`src/rtl/uart_pkg.sv`:
```
// rtl/uart_pkg.sv - register map, CTRL/STATUS bit positions and FSM state types for the FIFO UART
package uart_pkg;

   localparam logic [2:0] ADDR_CTRL     = 3'd0;
   localparam logic [2:0] ADDR_RXDATA   = 3'd1;
   localparam logic [2:0] ADDR_TXDATA   = 3'd2;
   localparam logic [2:0] ADDR_STATUS   = 3'd3;
   localparam logic [2:0] ADDR_DIV_LO   = 3'd4;
   localparam logic [2:0] ADDR_DIV_HI   = 3'd5;
   localparam logic [2:0] ADDR_RX_LEVEL = 3'd6;
   localparam logic [2:0] ADDR_TX_LEVEL = 3'd7;

   localparam int CTRL_RXIE     = 0;
   localparam int CTRL_TXEIE    = 1;
   localparam int CTRL_LOOPBACK = 2;
   localparam int CTRL_ERRIE    = 3;
   localparam int CTRL_FIFO_CLR = 7;

   localparam int ST_RX_AVAIL  = 0;
   localparam int ST_RX_FULL   = 1;
   localparam int ST_TX_FULL   = 2;
   localparam int ST_TX_EMPTY  = 3;
   localparam int ST_TX_BUSY   = 4;
   localparam int ST_RX_OVR    = 5;
   localparam int ST_FRAME_ERR = 6;
   localparam int ST_TX_OVF    = 7;

   typedef enum logic [1:0] {TxIdle, TxStart, TxData, TxStop} UartTxState;
   typedef enum logic [1:0] {RxIdle, RxStart, RxData, RxStop} UartRxState;

endpackage

```
`src/rtl/sync_fifo.sv`:
```
// rtl/sync_fifo.sv - synchronous FIFO with registered count, single-cycle clear and combinational head
module sync_fifo #(
   parameter int WIDTH = 8,
   parameter int DEPTH = 8
) (
   input  logic                     clock,
   input  logic                     reset,
   input  logic                     clr,
   input  logic                     push,
   input  logic                     pop,
   input  logic [WIDTH-1:0]         wdata,
   output logic [WIDTH-1:0]         rdata,
   output logic [$clog2(DEPTH):0]   count,
   output logic                     full,
   output logic                     empty
);

   localparam int AW = $clog2(DEPTH);

   logic [WIDTH-1:0] mem [DEPTH];
   logic [AW-1:0]    wptr;
   logic [AW-1:0]    rptr;
   logic             do_push;
   logic             do_pop;

   assign full    = (count == (AW+1)'(DEPTH));
   assign empty   = (count == '0);
   assign do_pop  = pop & ~empty;
   // A full FIFO still accepts a push when the head leaves in the same cycle.
   assign do_push = push & (~full | do_pop);
   assign rdata   = mem[rptr];

   always_ff @(posedge clock or negedge reset) begin
      if (!reset) begin
         wptr  <= '0;
         rptr  <= '0;
         count <= '0;
      end else if (clr) begin
         wptr  <= '0;
         rptr  <= '0;
         count <= '0;
      end else begin
         if (do_push) wptr <= wptr + AW'(1);
         if (do_pop)  rptr <= rptr + AW'(1);
         if (do_push && !do_pop)
            count <= count + (AW+1)'(1);
         else if (!do_push && do_pop)
            count <= count - (AW+1)'(1);
      end
   end

   always_ff @(posedge clock) begin
      if (do_push && !clr) mem[wptr] <= wdata;
   end

endmodule

```
`src/rtl/uart_fifo_component.sv`:
```
// rtl/uart_fifo_component.sv - memory-mapped 8N1 UART with RX/TX FIFOs, programmable divisor,
// sticky error flags, loopback and a registered maskable interrupt
module uart_fifo_component #(
   parameter int          FIFO_DEPTH  = 8,
   parameter int          DIV_WIDTH   = 16,
   parameter logic [15:0] DEFAULT_DIV = 16'd103,
   parameter logic [2:0]  IRQ_ID      = 3'b000
) (
   input  logic       clock,
   input  logic       reset,
   input  logic       cs,
   input  logic       rd,
   input  logic       wr,
   input  logic [2:0] addr,
   input  logic [7:0] in_data,
   output logic [7:0] out_data,
   input  logic       rx_in,
   output logic       tx_out,
   output logic       irq,
   output logic [2:0] irq_id,
   output logic [7:0] debug
);

   import uart_pkg::*;

   localparam int CW = $clog2(FIFO_DEPTH) + 1;

   logic rd_act, wr_act, rd_prev, wr_prev, rd_pulse, wr_pulse;
   logic wr_ctrl, wr_txdata, wr_status, wr_div_lo, wr_div_hi, fifo_clr;

   logic [3:0]           ctrl;
   logic [DIV_WIDTH-1:0] div_q;
   logic [15:0]          div_ext, div_wr;
   logic                 tx_ovf, frame_err, rx_ovr;
   logic [7:0]           status;

   logic [7:0]    tx_rdata, rx_rdata;
   logic [CW-1:0] tx_count, rx_count;
   logic          tx_full, tx_empty, rx_full, rx_empty;
   logic          tx_pop, rx_push, rx_pop;

   UartTxState           tx_state, tx_next;
   logic [DIV_WIDTH-1:0] tx_cnt, tx_div;
   logic [2:0]           tx_idx;
   logic [7:0]           tx_shreg;
   logic                 tx_tick;

   UartRxState           rx_state, rx_next;
   logic                 rx_src, rx_meta, rx_s, rx_prev, rx_fall, rx_tick, rx_done;
   logic [DIV_WIDTH-1:0] rx_cnt, rx_div, rx_start_cnt;
   logic [DIV_WIDTH:0]   rx_half;
   logic [2:0]           rx_idx;
   logic [7:0]           rx_shreg;

   logic          irq_cond;
   logic [CW+2:0] tx_lvl_pad;

   // Bus strobes act only on their first active cycle.
   assign rd_act   = ~cs & ~rd;
   assign wr_act   = ~cs & ~wr;
   assign rd_pulse = rd_act & ~rd_prev;
   assign wr_pulse = wr_act & ~wr_prev;

   assign wr_ctrl   = wr_pulse & (addr == ADDR_CTRL);
   assign wr_txdata = wr_pulse & (addr == ADDR_TXDATA);
   assign wr_status = wr_pulse & (addr == ADDR_STATUS);
   assign wr_div_lo = wr_pulse & (addr == ADDR_DIV_LO);
   assign wr_div_hi = wr_pulse & (addr == ADDR_DIV_HI);
   assign fifo_clr  = wr_ctrl & in_data[CTRL_FIFO_CLR];
   assign rx_pop    = rd_pulse & (addr == ADDR_RXDATA) & ~rx_empty;

   assign div_ext = 16'(div_q);

   always_comb begin
      div_wr = div_ext;
      if (wr_div_lo) div_wr[7:0]  = in_data;
      if (wr_div_hi) div_wr[15:8] = in_data;
   end

   always_ff @(posedge clock or negedge reset) begin
      if (!reset) begin
         rd_prev   <= 1'b0;
         wr_prev   <= 1'b0;
         ctrl      <= '0;
         div_q     <= DIV_WIDTH'(DEFAULT_DIV);
         tx_ovf    <= 1'b0;
         frame_err <= 1'b0;
         rx_ovr    <= 1'b0;
         irq       <= 1'b0;
      end else begin
         rd_prev <= rd_act;
         wr_prev <= wr_act;
         if (wr_ctrl) ctrl <= in_data[3:0];
         if (wr_div_lo || wr_div_hi) div_q <= DIV_WIDTH'(div_wr);
         // Hardware set wins over a same-cycle write-one-to-clear.
         tx_ovf    <= (wr_txdata & tx_full & ~tx_pop) |
                      (tx_ovf & ~(wr_status & in_data[ST_TX_OVF]));
         frame_err <= (rx_done & ~rx_s) |
                      (frame_err & ~(wr_status & in_data[ST_FRAME_ERR]));
         rx_ovr    <= (rx_done & rx_s & rx_full) |
                      (rx_ovr & ~(wr_status & in_data[ST_RX_OVR]));
         irq       <= irq_cond;
      end
   end

   sync_fifo #(.WIDTH(8), .DEPTH(FIFO_DEPTH)) u_tx_fifo (
      .clock(clock), .reset(reset), .clr(fifo_clr),
      .push(wr_txdata), .pop(tx_pop), .wdata(in_data), .rdata(tx_rdata),
      .count(tx_count), .full(tx_full), .empty(tx_empty)
   );

   sync_fifo #(.WIDTH(8), .DEPTH(FIFO_DEPTH)) u_rx_fifo (
      .clock(clock), .reset(reset), .clr(fifo_clr),
      .push(rx_push), .pop(rx_pop), .wdata(rx_shreg), .rdata(rx_rdata),
      .count(rx_count), .full(rx_full), .empty(rx_empty)
   );

   assign tx_tick = (tx_cnt == '0);

   always_comb begin
      tx_next = tx_state;
      tx_pop  = 1'b0;
      case (tx_state)
         TxIdle: begin
            if (!tx_empty && !fifo_clr) begin
               tx_pop  = 1'b1;
               tx_next = TxStart;
            end
         end
         TxStart: if (tx_tick) tx_next = TxData;
         TxData:  if (tx_tick && tx_idx == 3'd7) tx_next = TxStop;
         TxStop: begin
            if (tx_tick) begin
               if (!tx_empty && !fifo_clr) begin
                  tx_pop  = 1'b1;
                  tx_next = TxStart;
               end else begin
                  tx_next = TxIdle;
               end
            end
         end
         default: tx_next = TxIdle;
      endcase
   end

   always_ff @(posedge clock or negedge reset) begin
      if (!reset) tx_state <= TxIdle;
      else        tx_state <= tx_next;
   end

   // tx_out is registered from the state, so the line trails the FSM by one clock.
   always_ff @(posedge clock or negedge reset) begin
      if (!reset) begin
         tx_cnt   <= '0;
         tx_div   <= '0;
         tx_idx   <= '0;
         tx_shreg <= '0;
         tx_out   <= 1'b1;
      end else begin
         if (tx_pop) begin
            tx_shreg <= tx_rdata;
            tx_div   <= div_q;
            tx_cnt   <= div_q;
            tx_idx   <= '0;
         end else if (tx_state != TxIdle) begin
            if (tx_tick) begin
               tx_cnt <= tx_div;
               if (tx_state == TxData) begin
                  tx_shreg <= tx_shreg >> 1;
                  tx_idx   <= tx_idx + 3'd1;
               end
            end else begin
               tx_cnt <= tx_cnt - DIV_WIDTH'(1);
            end
         end
         case (tx_state)
            TxStart: tx_out <= 1'b0;
            TxData:  tx_out <= tx_shreg[0];
            default: tx_out <= 1'b1;
         endcase
      end
   end

   assign rx_src  = ctrl[CTRL_LOOPBACK] ? tx_out : rx_in;
   assign rx_fall = rx_prev & ~rx_s;
   assign rx_tick = (rx_cnt == '0);
   assign rx_half = ({1'b0, div_q} + (DIV_WIDTH+1)'(1)) >> 1;
   assign rx_start_cnt = (rx_half == '0) ? '0 : DIV_WIDTH'(rx_half - (DIV_WIDTH+1)'(1));

   always_comb begin
      rx_next = rx_state;
      rx_done = 1'b0;
      case (rx_state)
         RxIdle:  if (rx_fall) rx_next = RxStart;
         RxStart: if (rx_tick) rx_next = rx_s ? RxIdle : RxData;
         RxData:  if (rx_tick && rx_idx == 3'd7) rx_next = RxStop;
         RxStop: begin
            if (rx_tick) begin
               rx_next = RxIdle;
               rx_done = 1'b1;
            end
         end
         default: rx_next = RxIdle;
      endcase
   end

   assign rx_push = rx_done & rx_s & ~rx_full;

   always_ff @(posedge clock or negedge reset) begin
      if (!reset) rx_state <= RxIdle;
      else        rx_state <= rx_next;
   end

   always_ff @(posedge clock or negedge reset) begin
      if (!reset) begin
         rx_meta  <= 1'b1;
         rx_s     <= 1'b1;
         rx_prev  <= 1'b1;
         rx_cnt   <= '0;
         rx_div   <= '0;
         rx_idx   <= '0;
         rx_shreg <= '0;
      end else begin
         rx_meta <= rx_src;
         rx_s    <= rx_meta;
         rx_prev <= rx_s;
         if (rx_state == RxIdle) begin
            if (rx_fall) begin
               rx_div <= div_q;
               rx_cnt <= rx_start_cnt;
               rx_idx <= '0;
            end
         end else if (rx_tick) begin
            rx_cnt <= rx_div;
            if (rx_state == RxData) begin
               rx_shreg <= {rx_s, rx_shreg[7:1]};
               rx_idx   <= rx_idx + 3'd1;
            end
         end else begin
            rx_cnt <= rx_cnt - DIV_WIDTH'(1);
         end
      end
   end

   always_comb begin
      status               = '0;
      status[ST_RX_AVAIL]  = ~rx_empty;
      status[ST_RX_FULL]   = rx_full;
      status[ST_TX_FULL]   = tx_full;
      status[ST_TX_EMPTY]  = tx_empty;
      status[ST_TX_BUSY]   = (tx_state != TxIdle);
      status[ST_RX_OVR]    = rx_ovr;
      status[ST_FRAME_ERR] = frame_err;
      status[ST_TX_OVF]    = tx_ovf;
   end

   always_comb begin
      out_data = 8'h00;
      case (addr)
         ADDR_CTRL:     out_data = {4'b0000, ctrl};
         ADDR_RXDATA:   out_data = rx_empty ? 8'h00 : rx_rdata;
         ADDR_TXDATA:   out_data = 8'h00;
         ADDR_STATUS:   out_data = status;
         ADDR_DIV_LO:   out_data = div_ext[7:0];
         ADDR_DIV_HI:   out_data = div_ext[15:8];
         ADDR_RX_LEVEL: out_data = 8'(rx_count);
         ADDR_TX_LEVEL: out_data = 8'(tx_count);
         default:       out_data = 8'h00;
      endcase
   end

   assign irq_cond = (ctrl[CTRL_RXIE]  & status[ST_RX_AVAIL]) |
                     (ctrl[CTRL_TXEIE] & status[ST_TX_EMPTY] & ~status[ST_TX_BUSY]) |
                     (ctrl[CTRL_ERRIE] & (rx_ovr | frame_err | tx_ovf));

   assign irq_id     = IRQ_ID;
   assign tx_lvl_pad = {tx_count, 3'b000};
   assign debug      = {tx_state, 1'b0, rx_state, tx_lvl_pad[CW+2 -: 3]};

endmodule

```
`config.mk`:
```
export PLATFORM = sky130hd
export DESIGN_NAME = uart_fifo_component
export DESIGN_NICKNAME = d
export VERILOG_FILES = /design/src/rtl/uart_pkg.sv /design/src/rtl/sync_fifo.sv /design/src/rtl/uart_fifo_component.sv
export SDC_FILE = /design/constraint.sdc
export NUM_CORES = 1
export LEC_CHECK = 0
export CAP_MARGIN = 20
export CORE_UTILIZATION = 62
export DETAILED_ROUTE_END_ITERATION = 10
export GPL_ROUTABILITY_DRIVEN = 0
export GPL_TIMING_DRIVEN = 0
export PLACE_DENSITY = 0.89
export RECOVER_POWER = 100
export SLEW_MARGIN = 10
export SYNTH_ARGS = -nofsm -noshare
export SYNTH_HDL_FRONTEND = slang
export SYNTH_HIERARCHICAL = 1
export SYNTH_SLANG_ARGS = --single-unit
export TNS_END_PERCENT = 50
```
`constraint.sdc`:
```
create_clock -name clock -period 5.5 [get_ports clock]
set_clock_uncertainty 0.05 [all_clocks]
set_input_delay 0.825 -clock clock [delete_from_list [all_inputs] [get_ports clock]]
set_output_delay 0.825 -clock clock [all_outputs]
set_load 0.01 [all_outputs]
```
Word level (Yosys, flattened, before mapping)
Memory sizes are Yosys's and may differ from the RTL's.
Cells that the tools add are included.

word-level totals
  flip-flop bits (word level) = 140
  latch bits = 0
  RAM bits = 128
  ROM bits = 0
  bits of input ports = 17
  logic and storage cells = 230
  memories = 2

memory list
  name           depth  width  rd ports  clocked after Yosys merged registers in  wr ports  line             text
  u_rx_fifo.mem  8      8      1         0                                        1         sync_fifo.sv:20  logic [WIDTH-1:0] mem [DEPTH];
  u_tx_fifo.mem  8      8      1         0                                        1         sync_fifo.sv:20

operators by class
  $add $sub $neg = 14
  $mul = 0
  divide/modulo/power cells = 0
  order comparisons = 0
  equality and inequality tests = 25
  shift-type cells = 0
  multiplexer cells = 58
  bitwise gates (word level) = 58
  reduce and logical (&&, ||, !) cells = 44

operators with widths
  kind                                                                   count
  16-bit 2-to-1 mux                                                      7
  8-bit case mux with 8 select lines                                     1
  3-bit 2-to-1 mux                                                       16
  16-bit by 1-bit subtractor with 16-bit output (second input constant)  3
  8-bit 2-to-1 mux                                                       5
  1-bit bitwise AND                                                      33
  16-bit logical NOT                                                     2
  4-bit 2-to-1 mux                                                       6
  2-bit nonzero test                                                     10
  3-bit by 1-bit adder with 3-bit output (second input constant)         6
  3-bit == test (second input constant)                                  6
  2-bit 2-to-1 mux                                                       9
  16-bit by 1-bit adder with 17-bit output (second input constant)       1
  17-bit logical NOT                                                     1
  2-bit inequality test (second input constant)                          8
  1-bit inverter                                                         16
  2-bit case mux with 4 select lines                                     2
  1-bit 2-to-1 mux                                                       10
  1-bit logical AND                                                      9
  1-bit bitwise OR                                                       9
  3-bit AND reduction                                                    3
  4-bit by 1-bit adder with 4-bit output (second input constant)         2
  2-bit == test (second input constant)                                  4
  4-bit == test (second input constant)                                  2
  other kinds (13)                                                       28

Logic depth before layout (Yosys ltp)
  word-level depth = 18
  depth in mapped cells = 18
  depth with buffers taken out = 14

By module
The synthesis kept the hierarchy.

modules (own cells, without submodules)
  module                 times used  cells an instance  area an instance (um2)  sequential area each (um2)
  uart_fifo_component    1           793                7030.5                  3014.1
  sync_fifo (u_rx_fifo)  1           177                3158.0                  2172.1
  sync_fifo (u_tx_fifo)  1           177                3153.0                  2172.1

Worst setup path after synthesis
Ideal clock, no wire load.

  kind = input-to-reg
  start point = input port addr[2]
  end point = memory u_tx_fifo.mem[0][0], enable pin
  arrival time = 3.550 ns
  required time = 5.052 ns
  slack = 1.502 ns
  cell stages on the path = 12
  cells stage by stage = clkbuf_1 or2_2 nor3_2 a21o_1 or3_1 buf_2 inv_2 buf_6 buf_6 nand2b_1 o21ai_4 nor4b_1

between the ends
  longest elaborated chain between the ends = 14

RTL lines
  what                                      line                                                    text
  start, declared                           uart_fifo_component.sv:14                               input logic [2:0] addr,
  3-bit logical NOT *                       uart_fifo_component.sv:64                               assign wr_ctrl = wr_pulse & (addr == ADDR_CTRL);
  1-bit bitwise AND *                       uart_fifo_component.sv:64
  1-bit bitwise AND *                       uart_fifo_component.sv:69                               assign fifo_clr = wr_ctrl & in_data[CTRL_FIFO_CLR];
  1-bit logical NOT *                       uart_fifo_component.sv:125, uart_fifo_component.sv:134
  1-bit logical AND *                       uart_fifo_component.sv:125, uart_fifo_component.sv:134
  1-bit 2-to-1 mux *                        uart_fifo_component.sv:125, uart_fifo_component.sv:134
  1-bit 2-to-1 mux                          uart_fifo_component.sv:133                              if (tx_tick) begin
  1-bit case mux with 2 select lines *      uart_fifo_component.sv:123                              case (tx_state)
  named net tx_pop                          uart_fifo_component.sv:40                               logic tx_pop, rx_push, rx_pop;
  1-bit bitwise AND *                       sync_fifo.sv:28                                         assign do_pop = pop & ~empty;
  1-bit bitwise OR *                        sync_fifo.sv:30                                         assign do_push = push & (~full | do_pop);
  1-bit bitwise AND *                       sync_fifo.sv:30
  1-bit logical AND *                       sync_fifo.sv:53                                         if (do_push && !clr) mem[wptr] <= wdata;
  1-bit 2-to-1 mux *                        sync_fifo.sv:53
  1-bit 2-to-1 mux (not written as such) *  sync_fifo.sv:53
  end, declared                             sync_fifo.sv:20

The timed path passes the listed nets; every way through them passes the cells marked *.

Final worst setup path
  start point = register u_rx_fifo.rptr[1]
  end point = output port out_data[2]

between the ends
  longest elaborated chain between the ends = 3

RTL lines
  what                                line                        text
  start, declared                     sync_fifo.sv:22             logic [AW-1:0] rptr;
  start signal, assigned              sync_fifo.sv:44             if (do_pop) rptr <= rptr + AW'(1);
  memory read 8 x 8 bit               -
  named net rx_rdata[2]               uart_fifo_component.sv:37   logic [7:0] tx_rdata, rx_rdata;
  8-bit 2-to-1 mux                    uart_fifo_component.sv:261  ADDR_RXDATA: out_data = rx_empty ? 8'h00 : rx_rdata;
  8-bit case mux with 8 select lines  uart_fifo_component.sv:259  case (addr)
  end, declared                       uart_fifo_component.sv:16   output logic [7:0] out_data,

The timed path passes the listed nets, and every way through them passes these cells.

==> metrics <==
die width=148.7 µm; Max-Cap Viols=1; Crit Path Max Fanout=10; switching power=about 2.7 mW; Max Slew Vio Count=just over 80; worst hold slack=0.3101 ns; switching part of the total=between 30% and 40%; WL/cell=22.27 µm; final instance area=15060 µm²; EDFF count, synth=128; Seq/Total Area, Yosys=55.15%; cell-internal power=4.935 mW; Fmax=201.0 MHz; CTS hold repair buffers=0; Final Critical Period=4.976 ns; clock root buffer=clkbuf_16; met2 WL=16530 µm; DRC viols=0; PortBufs=32; Met1 Wirelength=12520 µm; Worst EP arrival=~4 ns; Routed Antenna Nets=0; final setup vio count=0; TritonCTS clock tree=done; Core Box Area=21090 µm²; count of cell types in the netlist=75; area grow syn2layout=12.89%; syn_area_per_cell=roughly 12 µm²; ratio of routed vias to standard cells=6.677; Critical Path Slowest Stage Cell=dlygate4sd3_1; WP data required=between 4 and 5 ns; # resized after CTS=0; Inst Count DP=between 1000 and 1500; most common cell after layout, fill and taps aside=nand2_1; routed length on met3=3288 µm; CTS Buf Count=28; status=finished, violations left; WP buf/inv=3; asr flop ratio synth=a little over half; vias in the first global route=~10000; most frequent cells in the layout=nand2_1 (147), dfrtp_1 (131), edfxtp_1 (128); clk sinks=268; mapped cell area=around 13000 µm²; ys flop type=dfrtp_1; grt total ovfl=0; DR iter-0 viols=1244; row count=53; Synth top area share=between 20 and 30%; synth warn=6; maximum vdd ir drop=0.4608 mV; Slew Limit Headroom=-161.1%; share of cells above drive strength 1=approximately 14%; die area=22110 µm²; PD cells=506.4 nW/µm²; All-Layer GR Usage=31.70%; H-tree levels=1; Post-DP Area=14140 µm²; height of the chip=148.7 µm; leakage power=5.902 nW; critical path endpoint category=output port; Highest Signal Layer=met4; worst setup path category=reg2out; routed wire length=33850 µm; CP max stage delay=0.66 ns; final-report hold violation count=0; Area contributors post-synth=edfxtp_1 (29%), dfrtp_1 (25%), mux4_2 (5.4%); Layout Nets=1264; via count=10150; Initial Utilization=a little over three fifths; Post-Synthesis Cells=1147; CP startpoint kind=flip-flop; Slew @ Worst Pin=around 4 ns; crit share post-route=90.47%; antenna violations before repair=1; cell taking the most area after synthesis=edfxtp_1; clock share of power=27.8%; clk_lat worst skew=0.55 ns; Setup Buffers After CTS=0; share of the core filled with cells=71.43%; CP top delay family=buffers and inverters; min-delay worst type=reg2reg; cell breakdown of the critical path=clkbuf_1 > clkbuf_1 > mux4_2 > mux2_2 > a22oi_1 > nor2_1 > a31oi_1 > a21oi_1 > nor2_1 > a31oi_1 > dlygate4sd3_1; pin count of the biggest net entering global routing=82; Seq cells post-synth=268; CTS max path bufs=3; fillers=between 1000 and 1500; Antenna diodes=0; first-pass GRT wire length=53630 µm; Finished Layout Cells=1520; Post-DP HPWL=around 23000 µm; top-level port count=38; Seq pwr share=37.1%; clock transition at the registers of the reported paths=0.07 ns; Setup TNS=0 ns; drt pass-1 iters=5; violations in the final reports=capacitance limit, slew limit; Gate power share=35.1%; RSZ-0062 raised after global routing=false
state kept, by name, indices dropped and copies added, names as in the netlist, 2 cells and up, named ones only:
name and flops:
u_tx_fifo/mem 64, u_rx_fifo/rptr 3, u_rx_fifo/count 4, div_ext 16, ctrl 4, tx_shreg 8
rx_idx 3, rx_cnt 16, tx_state 2, rx_div 16, u_tx_fifo/count 4, rx_shreg 8
u_tx_fifo/rptr 3, tx_div 16, u_tx_fifo/wptr 3, tx_idx 3, u_rx_fifo/wptr 3, tx_cnt 16
u_rx_fifo/mem 64
synthesized netlist by cell type, types with 7 or more instances:
cell / instances
a211oi_1: 15
a21oi_1: 34
a22oi_1: 9
a31oi_1: 17
and3_1: 11
buf_2: 18
buf_4: 8
buf_6: 10
clkbuf_1: 39
dfrtp_1: 131
dfstp_2: 9
edfxtp_1: 128
ha_1: 22
inv_1: 25
mux2_2: 47
mux2i_1: 19
mux4_2: 32
nand2_1: 147
nand3_1: 29
nand4_1: 7
nor2_1: 91
nor3_1: 33
nor4_1: 9
o211ai_1: 12
o21ai_0: 53
o21ai_1: 7
o22ai_1: 12
o31ai_1: 8
or3_1: 8
xnor2_1: 36
xor2_1: 19
logic make-up (layout without fill, tap and decap cells):
logic type	Yosys count	in the layout	synth area share, %
other	1	4	0.02811
and+or+nand+nor	384	384	13.68
DFF	268	268	55.15
xor gates and xnor gates	55	55	3.611
buffers and inverters	108	203	4.014
AOI/OAI and AO/OA	208	208	10.24
muxes	99	99	10.91
adders and majority gates	24	24	2.363
routing by layer:
| metal | GRT usage [%] | vias up |
|---|---|---|
| li1 | - | 4350 |
| met1 | 42.06 | 4969 |
| met2 | 53.20 | 685 |
| met3 | 4.110 | 145 |
| met4 | 12.73 | 0 |
| met5 | 0 | - |
path summary, 6_finish.rpt:
path	cells past startpoint	startpoint	slack, ns	endpoint
hold reg to reg	0	rx_meta$_DFF_PN1_	0.31	rx_s$_DFF_PN1_
hold / removal	0	rx_meta$_DFF_PN1_	0.31	rx_s$_DFF_PN1_
setup reg to reg	14	tx_cnt[7]$_DFFE_PN0P_	0.71	u_tx_fifo/mem[0][4]$_DFFE_PP_
setup / recovery	11	u_rx_fifo/rptr[1]$_DFFE_PN0P_	0.52	out_data[2]
max in group asynchronous	1	reset	1.37	rx_div[3]$_DFFE_PN0P_
min in group asynchronous	1	reset	1.82	tx_div[2]$_DFFE_PN0P_
layout make-up:
| class | count | area, µm² | area share (%) |
|---|---|---|---|
| Buffer | 81 | 410.4 | 2.725 |
| Clock inverter | 15 | 259.0 | 1.720 |
| Sequential cell | 268 | 7358 | 48.85 |
| Multi-Input combinational cell | 774 | 5418 | 35.97 |
| Tap cell | 275 | 344.1 | 2.284 |
| Timing Repair Buffer | 43 | 385.4 | 2.559 |
| Clock buffer | 37 | 785.8 | 5.217 |
| Inverter | 27 | 101.3 | 0.6729 |
power by group through the flow:
stage          clock, mW  combinational (mW)  sequential, mW
6_report            2.12                2.68            2.83
5_1_grt             2.21                2.90            2.87
4_1_cts             2.14                2.68            2.82
3_5_place_dp           0                2.63            2.85
3_3_place_gp           0                2.51            2.82
2_1_floorplan          0                1.94            2.75
stage by stage:
step	setup slack, ns	power (mW)
2_1_floorplan	1.502	4.695
3_3_place_gp	-2.135	5.333
3_5_place_dp	0.8556	5.479
4_1_cts	0.9518	7.633
5_1_grt	0.3936	7.976
6_report	0.5243	7.628
(Power assumes the default switching activity.)
